### src/rtl/i2s_rx_if.sv
// i2s_rx_if: serial I2S pins plus the deserialised stereo sample outputs of the receiver.
interface i2s_rx_if #(
    parameter int AUDIO_DW = 16
);
    logic                i2s_bck;
    logic                i2s_lrck;
    logic                i2s_data;
    logic [AUDIO_DW-1:0] left;
    logic [AUDIO_DW-1:0] right;
    logic                sample_valid;
    logic                frame_err;
    modport master (
        output i2s_bck, i2s_lrck, i2s_data,
        input  left, right, sample_valid, frame_err
    );
    modport slave (
        input  i2s_bck, i2s_lrck, i2s_data,
        output left, right, sample_valid, frame_err
    );
endinterface

### src/rtl/i2s_rx.sv
// i2s_rx: oversampling Philips I2S receiver presenting one stereo pair per frame.
// The bit on a word-select change is the LSB of the slot that is ending (1-bit delay).
module i2s_rx #(
    parameter int AUDIO_DW = 16,
    parameter int CNT_W    = 6
) (
    input logic     clk_sys,
    input logic     reset_n,
    i2s_rx_if.slave bus
);
    typedef enum logic {SYNC, RUN} state_t;
    localparam logic [CNT_W:0] DW = (CNT_W+1)'(AUDIO_DW);
    state_t              r_state, w_state_next;
    logic [1:0]          r_bck_s, r_lr_s, r_d_s;
    logic                r_bck_q, r_lr_prev, r_left_ok, r_valid, r_err;
    logic [CNT_W-1:0]    r_bitcnt;
    logic [AUDIO_DW-1:0] r_shreg, r_left_hold, r_left, r_right;
    logic                w_rise, w_lr, w_d, w_bnd, w_shift, w_short;
    logic                w_err, w_load_l, w_pair, w_drop_l;
    logic [CNT_W:0]      w_len;
    logic [AUDIO_DW-1:0] w_word;
    assign w_rise  = r_bck_s[1] & ~r_bck_q;
    assign w_lr    = r_lr_s[1];
    assign w_d     = r_d_s[1];
    assign w_bnd   = w_rise && (w_lr != r_lr_prev);
    assign w_shift = {1'b0, r_bitcnt} < DW;
    assign w_word  = w_shift ? {r_shreg[AUDIO_DW-2:0], w_d} : r_shreg;
    // slot length counts the boundary bit, which belongs to the ending slot
    assign w_len   = {1'b0, r_bitcnt} + (CNT_W+1)'(1);
    assign w_short = w_len < DW;
    always_ff @(posedge clk_sys) begin
        if (!reset_n) r_state <= SYNC;
        else          r_state <= w_state_next;
    end
    always_comb begin
        w_state_next = r_state;
        w_err        = 1'b0;
        w_load_l     = 1'b0;
        w_pair       = 1'b0;
        w_drop_l     = 1'b0;
        if (r_state == SYNC) begin
            if (w_bnd) w_state_next = RUN;
        end else if (w_bnd) begin
            w_err    = w_short;
            w_load_l = !w_short && !r_lr_prev;
            w_pair   = !w_short && r_lr_prev && r_left_ok;
            w_drop_l = w_short || r_lr_prev;
        end
    end
    always_ff @(posedge clk_sys) begin
        if (!reset_n) begin
            r_bck_s     <= '0;
            r_lr_s      <= '0;
            r_d_s       <= '0;
            r_bck_q     <= 1'b0;
            r_lr_prev   <= 1'b0;
            r_left_ok   <= 1'b0;
            r_valid     <= 1'b0;
            r_err       <= 1'b0;
            r_bitcnt    <= '0;
            r_shreg     <= '0;
            r_left_hold <= '0;
            r_left      <= '0;
            r_right     <= '0;
        end else begin
            r_bck_s <= {r_bck_s[0], bus.i2s_bck};
            r_lr_s  <= {r_lr_s[0], bus.i2s_lrck};
            r_d_s   <= {r_d_s[0], bus.i2s_data};
            r_bck_q <= r_bck_s[1];
            r_valid <= w_pair;
            r_err   <= w_err;
            if (w_rise) begin
                r_lr_prev <= w_lr;
                if (w_bnd) begin
                    r_bitcnt <= '0;
                    r_shreg  <= '0;
                end else if (r_state == RUN) begin
                    if (w_shift) r_shreg <= w_word;
                    if (r_bitcnt != '1) r_bitcnt <= r_bitcnt + CNT_W'(1);
                end
            end
            if (w_load_l) begin
                r_left_hold <= w_word;
                r_left_ok   <= 1'b1;
            end else if (w_drop_l) begin
                r_left_ok   <= 1'b0;
            end
            if (w_pair) begin
                r_left  <= r_left_hold;
                r_right <= w_word;
            end
        end
    end
    assign bus.left         = r_left;
    assign bus.right        = r_right;
    assign bus.sample_valid = r_valid;
    assign bus.frame_err    = r_err;
endmodule

### src/flat_wrapper.sv
// flat-port wrapper written by rule: the top's interface ports become plain ports
module i2s_rx_flat 
#(
    parameter int AUDIO_DW = 16,
    parameter int CNT_W    = 6
)
  (clk_sys, reset_n, bus_i2s_bck, bus_i2s_lrck, bus_i2s_data, bus_left, bus_right, bus_sample_valid, bus_frame_err);
  i2s_rx_if #(.AUDIO_DW(AUDIO_DW)) bus_i ();
  input logic clk_sys;
  input logic reset_n;
  input wire logic [$bits(bus_i.i2s_bck)-1:0] bus_i2s_bck;
  input wire logic [$bits(bus_i.i2s_lrck)-1:0] bus_i2s_lrck;
  input wire logic [$bits(bus_i.i2s_data)-1:0] bus_i2s_data;
  output wire logic [$bits(bus_i.left)-1:0] bus_left;
  output wire logic [$bits(bus_i.right)-1:0] bus_right;
  output wire logic [$bits(bus_i.sample_valid)-1:0] bus_sample_valid;
  output wire logic [$bits(bus_i.frame_err)-1:0] bus_frame_err;
  assign bus_i.i2s_bck = bus_i2s_bck;
  assign bus_i.i2s_lrck = bus_i2s_lrck;
  assign bus_i.i2s_data = bus_i2s_data;
  assign bus_left = bus_i.left;
  assign bus_right = bus_i.right;
  assign bus_sample_valid = bus_i.sample_valid;
  assign bus_frame_err = bus_i.frame_err;
  i2s_rx #(.AUDIO_DW(AUDIO_DW), .CNT_W(CNT_W)) u_core (.clk_sys(clk_sys), .reset_n(reset_n), .bus(bus_i));
endmodule
### config.mk
export PLATFORM = sky130hd
export DESIGN_NAME = i2s_rx_flat
export DESIGN_NICKNAME = d
export VERILOG_FILES = /design/src/rtl/i2s_rx_if.sv /design/src/rtl/i2s_rx.sv /design/src/flat_wrapper.sv
export SDC_FILE = /design/constraint.sdc
export NUM_CORES = 1
export LEC_CHECK = 0
export BUFFER_PORTS_ARGS = -buffer_cell sky130_fd_sc_hd__buf_2
export CORE_ASPECT_RATIO = 0.6
export CORE_MARGIN = 2
export CORE_UTILIZATION = 54
export DETAILED_ROUTE_END_ITERATION = 12
export PLACE_DENSITY = 0.75
export SLEW_MARGIN = 20
export SYNTH_ARGS = -nofsm -noshare
export SYNTH_HDL_FRONTEND = slang
export SYNTH_SLANG_ARGS = --single-unit
### constraint.sdc
create_clock -name clk_sys -period 4.09 [get_ports clk_sys]
set_clock_uncertainty 0.05 [all_clocks]
set_input_delay 0.6135 -clock clk_sys [delete_from_list [all_inputs] [get_ports clk_sys]]
set_output_delay 0.6135 -clock clk_sys [all_outputs]
set_load 0.01 [all_outputs]
Word level (Yosys, flattened, before mapping)

Cells that the tools add are included.

Register bits: 82
Logic and storage cells: 53
Input bits: 5

Mux-type cells: 17
Reduce and logical (&&, ||, !) cells: 14
$add $sub $neg: 2
Bitwise operators: 2
Equality and inequality tests: 2
Magnitude comparators: 2

Operators with widths:

| kind                  | count |
|---|---|
| $mux W16              | 4 |
| $mux W6               | 3 |
| $mux W1               | 10 |
| $reduce_and A3 Y1     | 3 |
| $reduce_bool A2 Y1    | 4 |
| $add A6 B1 Y7 const B | 1 |
| $lt A7 B5 Y1 const B  | 1 |
| $add A6 B1 Y6 const B | 1 |
| $lt A6 B5 Y1 const B  | 1 |
| $ne A6 B6 Y1 const B  | 1 |
| $logic_and A1 B1 Y1   | 4 |
| $logic_not A1 Y1      | 2 |
| $and A1 B1 Y1         | 1 |
| $logic_or A1 B1 Y1    | 1 |
| $ne A1 B1 Y1          | 1 |
| $not A1 Y1            | 1 |

Depth between registers and ports, before layout

Word-level depth: 7
Mapped depth: 7
Mapped depth without buffers: 5

Least setup slack after synthesis

No wires, ideal clock.

Kind: reg2reg
From: register u_core.r_bitcnt[0]
To: register u_core.r_left_ok
Cell stages (with the launch flop): 8
Arrival: 1610 ps
Required time: 3925 ps
Setup slack: 2315 ps
Cells stage by stage: dfxtp_1 ha_1 nand3_1 o31ai_1 nor3_1 buf_2 buf_6 o21a_1

Cells in the longest elaborated chain, start to end: 7
Elaborated cells on any way between the ends: 11

Ends and longest elaborated chain:

| element                                       | line         | RTL |
|---|---|---|
| start, declared                               | i2s_rx.sv:16 | `logic [CNT_W-1:0] r_bitcnt;` |
| start signal, assigned                        | i2s_rx.sv:79 | `if (r_bitcnt != '1) r_bitcnt <= r_bitcnt + CNT_W'(1);` |
| $add A6 B1 Y7 *                               | i2s_rx.sv:29 | `assign w_len = {1'b0, r_bitcnt} + (CNT_W+1)'(1);` |
| $lt A7 B5 Y1 *                                | i2s_rx.sv:30 | `assign w_short = w_len < DW;` |
| $logic_not A1 Y1                              | i2s_rx.sv:45 | `w_load_l = !w_short && !r_lr_prev;` |
| $logic_and A1 B1 Y1                           | i2s_rx.sv:45 |  |
| $mux W1                                       | i2s_rx.sv:43 | `end else if (w_bnd) begin` |
| $mux W1                                       | i2s_rx.sv:41 | `if (r_state == SYNC) begin` |
| $mux W1 or $reduce_bool A2 Y1 (tied branches) | n/a          |  |
| end signal, assigned                          | i2s_rx.sv:57 | `r_left_ok <= 1'b0;` |
| end signal, assigned                          | i2s_rx.sv:84 | `r_left_ok <= 1'b1;` |
| end signal, assigned                          | i2s_rx.sv:86 | `r_left_ok <= 1'b0;` |
| end, declared                                 | i2s_rx.sv:15 | `logic r_bck_q, r_lr_prev, r_left_ok, r_valid, r_err;` |

Every way passes the cells marked *; elsewhere a longest branch is shown, timed or not.
A chain may end at the register's enable or synchronous reset.

Worst setup path after layout

From: register u_core.r_bitcnt[1]
To: register u_core.r_left[1], in the netlist u_core.bus.left[1]

Cells in the longest elaborated chain, start to end: 7

Ends and longest elaborated chain:

| element                          | line         | RTL |
|---|---|---|
| $add A6 B1 Y7                    | i2s_rx.sv:29 |  |
| $lt A7 B5 Y1                     | i2s_rx.sv:30 |  |
| $logic_not A1 Y1                 | i2s_rx.sv:46 | `w_pair = !w_short && r_lr_prev && r_left_ok;` |
| $logic_and A1 B1 Y1 (2 in a row) | i2s_rx.sv:46 |  |
| $mux W1                          | i2s_rx.sv:43 |  |
| $mux W1                          | i2s_rx.sv:41 |  |
| end signal, assigned             | i2s_rx.sv:89 | `r_left <= r_left_hold;` |
| end, declared                    | i2s_rx.sv:17 | `logic [AUDIO_DW-1:0] r_shreg, r_left_hold, r_left, r_right;` |

No other way between the ends.

==> qor.csv <==
stage;metric;value;unit
die;Core Area;5650;µm²
synthesis;most common cell in the netlist;nand2_1;
timing;minimum clock period;2.50;ns
drt;drt drc;0;
cts;Worst-Skew Late Latency;0.35;ns
drt;1st-pass router iterations;4;
timing;final hold vios;0;
cts;clk buf depth;2;
setup_path;crit path DAT;2.71;ns
layout;final-layout fill cell count;491;
setup_path;R2R Path Start;u_core.r_bitcnt[1];
setup_path;Reg2Reg Depth;5;
grt;gr usage total;19.4;%
cts;PostCTS Resize Cnt;0;
synthesis;Seq cells post-synth;82;
layout;Inserted Diodes;0;
setup_path;CP endpoint kind;flip-flop;
die;die area;6600;µm²
setup_path;reg2reg end;u_core.bus.left[1];
grt;first-pass GRT wire length;10.1;mm
timing;final period utilization;61.1;%
setup_path;startpoint types;flip-flop;
synthesis;most frequent cells after synthesis;nand2_1, dfxtp_1, mux2i_1;
hold_path;Hold Startpoint;u_core.r_bck_s[0];
synthesis;post-synthesis async set-or-reset flop share;0;%
die;Die X;104;µm
drt;post-DR vias/cell;5.15;
setup_path;Worst R2R Setup Slack;1.59;ns
die;starting density of the core;56.9;%
placement;Place WS;1.60;ns
timing;final worst slack;1.59;ns
cts;Root Buffer Master;clkbuf_8;
drt;DR vias;2255;
grt;vias in the first global route;2081;
drt;Routed WL;5.95;mm
timing;RSZ-0062 raised after global routing;false;
hold_path;min-delay worst type;flip-flop to flip-flop;
timing;setup violators final;0;
synthesis;cell taking the most area after synthesis;dfxtp_1;
timing;Worst Max-Slew Pin Slew;0.981;ns
setup_path;worst-path maximum fanout;33;
setup_path;Worst Setup SP;u_core.r_bitcnt[1];
drt;drt wl/cell;13.6;µm
layout;area of the multi-input gates;1440;µm²
grt;largest net degree at the start of global routing;75;
layout;register area;1640;µm²
drt;DR iter-0 viols;133;
pwr;Pleak;1.64;nW
grt;total grt overflow;0;
synthesis;Synth Net Count;325;
synthesis;YS warnings;0;
grt;initial antenna violation count;0;
cts;TritonCTS Sinks;82;
die;# rows;21;
placement;RD Place Congestion;0.762;
timing;max frequency;400;MHz
timing;Slew Viols, Final;0;
pwr;P per Cell Area;393;nW/µm²
synthesis;Post-synth EDFFs;0;
die;die height;63.8;µm
synthesis;Unique masters post-synth;34;
cts;CTS Buf Count;9;
pwr;VDD IR max;0.250;mV
setup_path;Worst Path Required;4.30;ns
synthesis;top_reg_cell synth;dfxtp_1;
setup_path;crit path kind;flip-flop to flip-flop;
synthesis;Post-Synthesis Cells;319;
synthesis;Synth top area share;51.1;%
cts;CTS H-tree lvls;3;
hold_path;hold worst-path end;u_core.r_bck_s[1];
setup_path;critical path's slowest cell;or3_2;
cts;CTS tree;yes;
synthesis;Mapped Area;3210;µm²
timing;Setup TNS;0;ns
drt;Final ANT Viol Nets;0;
placement;DP HPWL;3.88;mm
placement;Port Buf Inserts;38;
layout;number of nets in the layout;359;
cts;postcts setup bufs;0;
synthesis;syn avg cell area;10.1;µm²
setup_path;worst-path cell chain;ha_1 > nand3_1 > o31ai_1 > or3_2 > mux2i_1;
timing;Slew HR;34.6;%
synthesis;sequential fraction of the synthesis area;51.1;%
cts;Clock Pin Slew Worst Setup and Hold Paths;0.08;ns
cts;CTS hold repair buffers;0;
layout;share of layout cells above drive strength 1;21.2;%
hold_path;WHS Path Cells;1;
layout;area grow syn2layout;12.1;%
setup_path;Crit path largest cell delay;0.84;ns
synthesis;Synth area leaders;dfxtp_1, mux2i_1, nand2_1, mux2_2, a22o_1;
die;I/O Pins;39;
status;status;complete, no violations;
run;Max Cap Violations;0;
-- report_power, final --
part	internal [mW]	switching, mW	total, mW
Clock	0.302	0.288	0.590
Combinational	0.00665	0.0173	0.0239
Sequential	0.801	0.00187	0.803
Total	1.11	0.307	1.42
-- cells by family (layout without fill, tap and decap cells) --
| kind of cell | Yosys count | in the layout | share of synthesized area, % |
|---|---|---|---|
| multiplexers | 68 | 68 | 21.8 |
| buffers and inverters | 19 | 58 | 4.36 |
| AO/OA/AOI/OAI | 25 | 25 | 5.37 |
| XOR/XNOR | 5 | 5 | 1.36 |
| AND/OR/NAND/NOR | 119 | 119 | 15.6 |
| flip-flops | 82 | 82 | 51.1 |
| adder cells (fa/ha/maj) | 1 | 1 | 0.389 |
-- how the worst max path moves through the flow --
| stage | to | slack (ns) | cells past startpoint |
|---|---|---|---|
| finish | u_core.bus.left[1] | 1.59 | 5 |
| global route | u_core.bus.left[1] | 1.28 | 5 |
| CTS | u_core.bus.left[1] | 1.55 | 5 |
| detailed placement | u_core.bus.right[13] | 1.60 | 5 |
| global placement | u_core.bus.left[9] | 1.72 | 5 |
| floorplan | u_core.r_left_ok | 2.32 | 7 |
-- metrics by stage --
| step | hold WS (ns) | utilization (%) | power (mW) | instance area, µm² | instances |
|---|---|---|---|---|---|
| 2_1_floorplan | 0.362 | - | 0.839 | 3210 | 319 |
| 3_3_place_gp | 0.368 | 60.1 | 0.846 | 3400 | 422 |
| 3_5_place_dp | 0.371 | 60.1 | 0.846 | 3400 | 422 |
| 4_1_cts | 0.391 | 63.7 | 1.43 | 3600 | 438 |
| 5_1_grt | 0.393 | 63.7 | 1.47 | 3600 | 438 |
| 6_report | 0.390 | 63.7 | 1.42 | 3600 | 438 |
-- area by class of cell --
type | count | area share, %
Inverter | 1 | 0.104
Timing Repair Buffer | 41 | 5.91
Clock inverter | 5 | 1.77
Clock buffer | 11 | 3.93
Tap cell | 80 | 2.78
Sequential cell | 82 | 45.6
Multi-Input combinational cell | 218 | 39.9
-- worst max-delay path: cells and delay by family (launching register included) --
family	cells	cell delay, ns
and+or+nand+nor	2	1.03
adders and majority gates	1	0.21
AOI/OAI and AO/OA	1	0.42
DFF	1	0.38
muxes	1	0.30
-- flip-flops by register name, indices dropped and copies added (netlist names), 2 cells and up --
name and count:
u_core.bus.left 16, u_core.bus.right 16, u_core.r_bck_s 2, u_core.r_bitcnt 6, u_core.r_d_s 2, u_core.r_left_hold 16
u_core.r_lr_s 2, u_core.r_shreg 16
-- per-layer routing --
layer,vias up,global-route usage (%),part of all wire [%]
met5,-,0,0
met4,0,5.24,0.82
met3,4,7.55,5.7
met2,58,29.6,43
met1,1055,25.9,50
li1,1138,-,-
-- cells in the final DEF (no fill, tap or decap), types with 2 or more instances in the layout --
cell type	count
nand2_1	85
dfxtp_1	82
nand2b_1	2
nor2_1	13
o211ai_1	2
o21a_1	2
mux2_2	16
a21oi_1	9
buf_4	3
mux2i_1	52
and2_1	8
buf_2	38
a22o_1	8
clkbuf_8	10
xor2_1	4
clkinv_4	3
No activity file was read; power rests on OpenSTA's default activity.
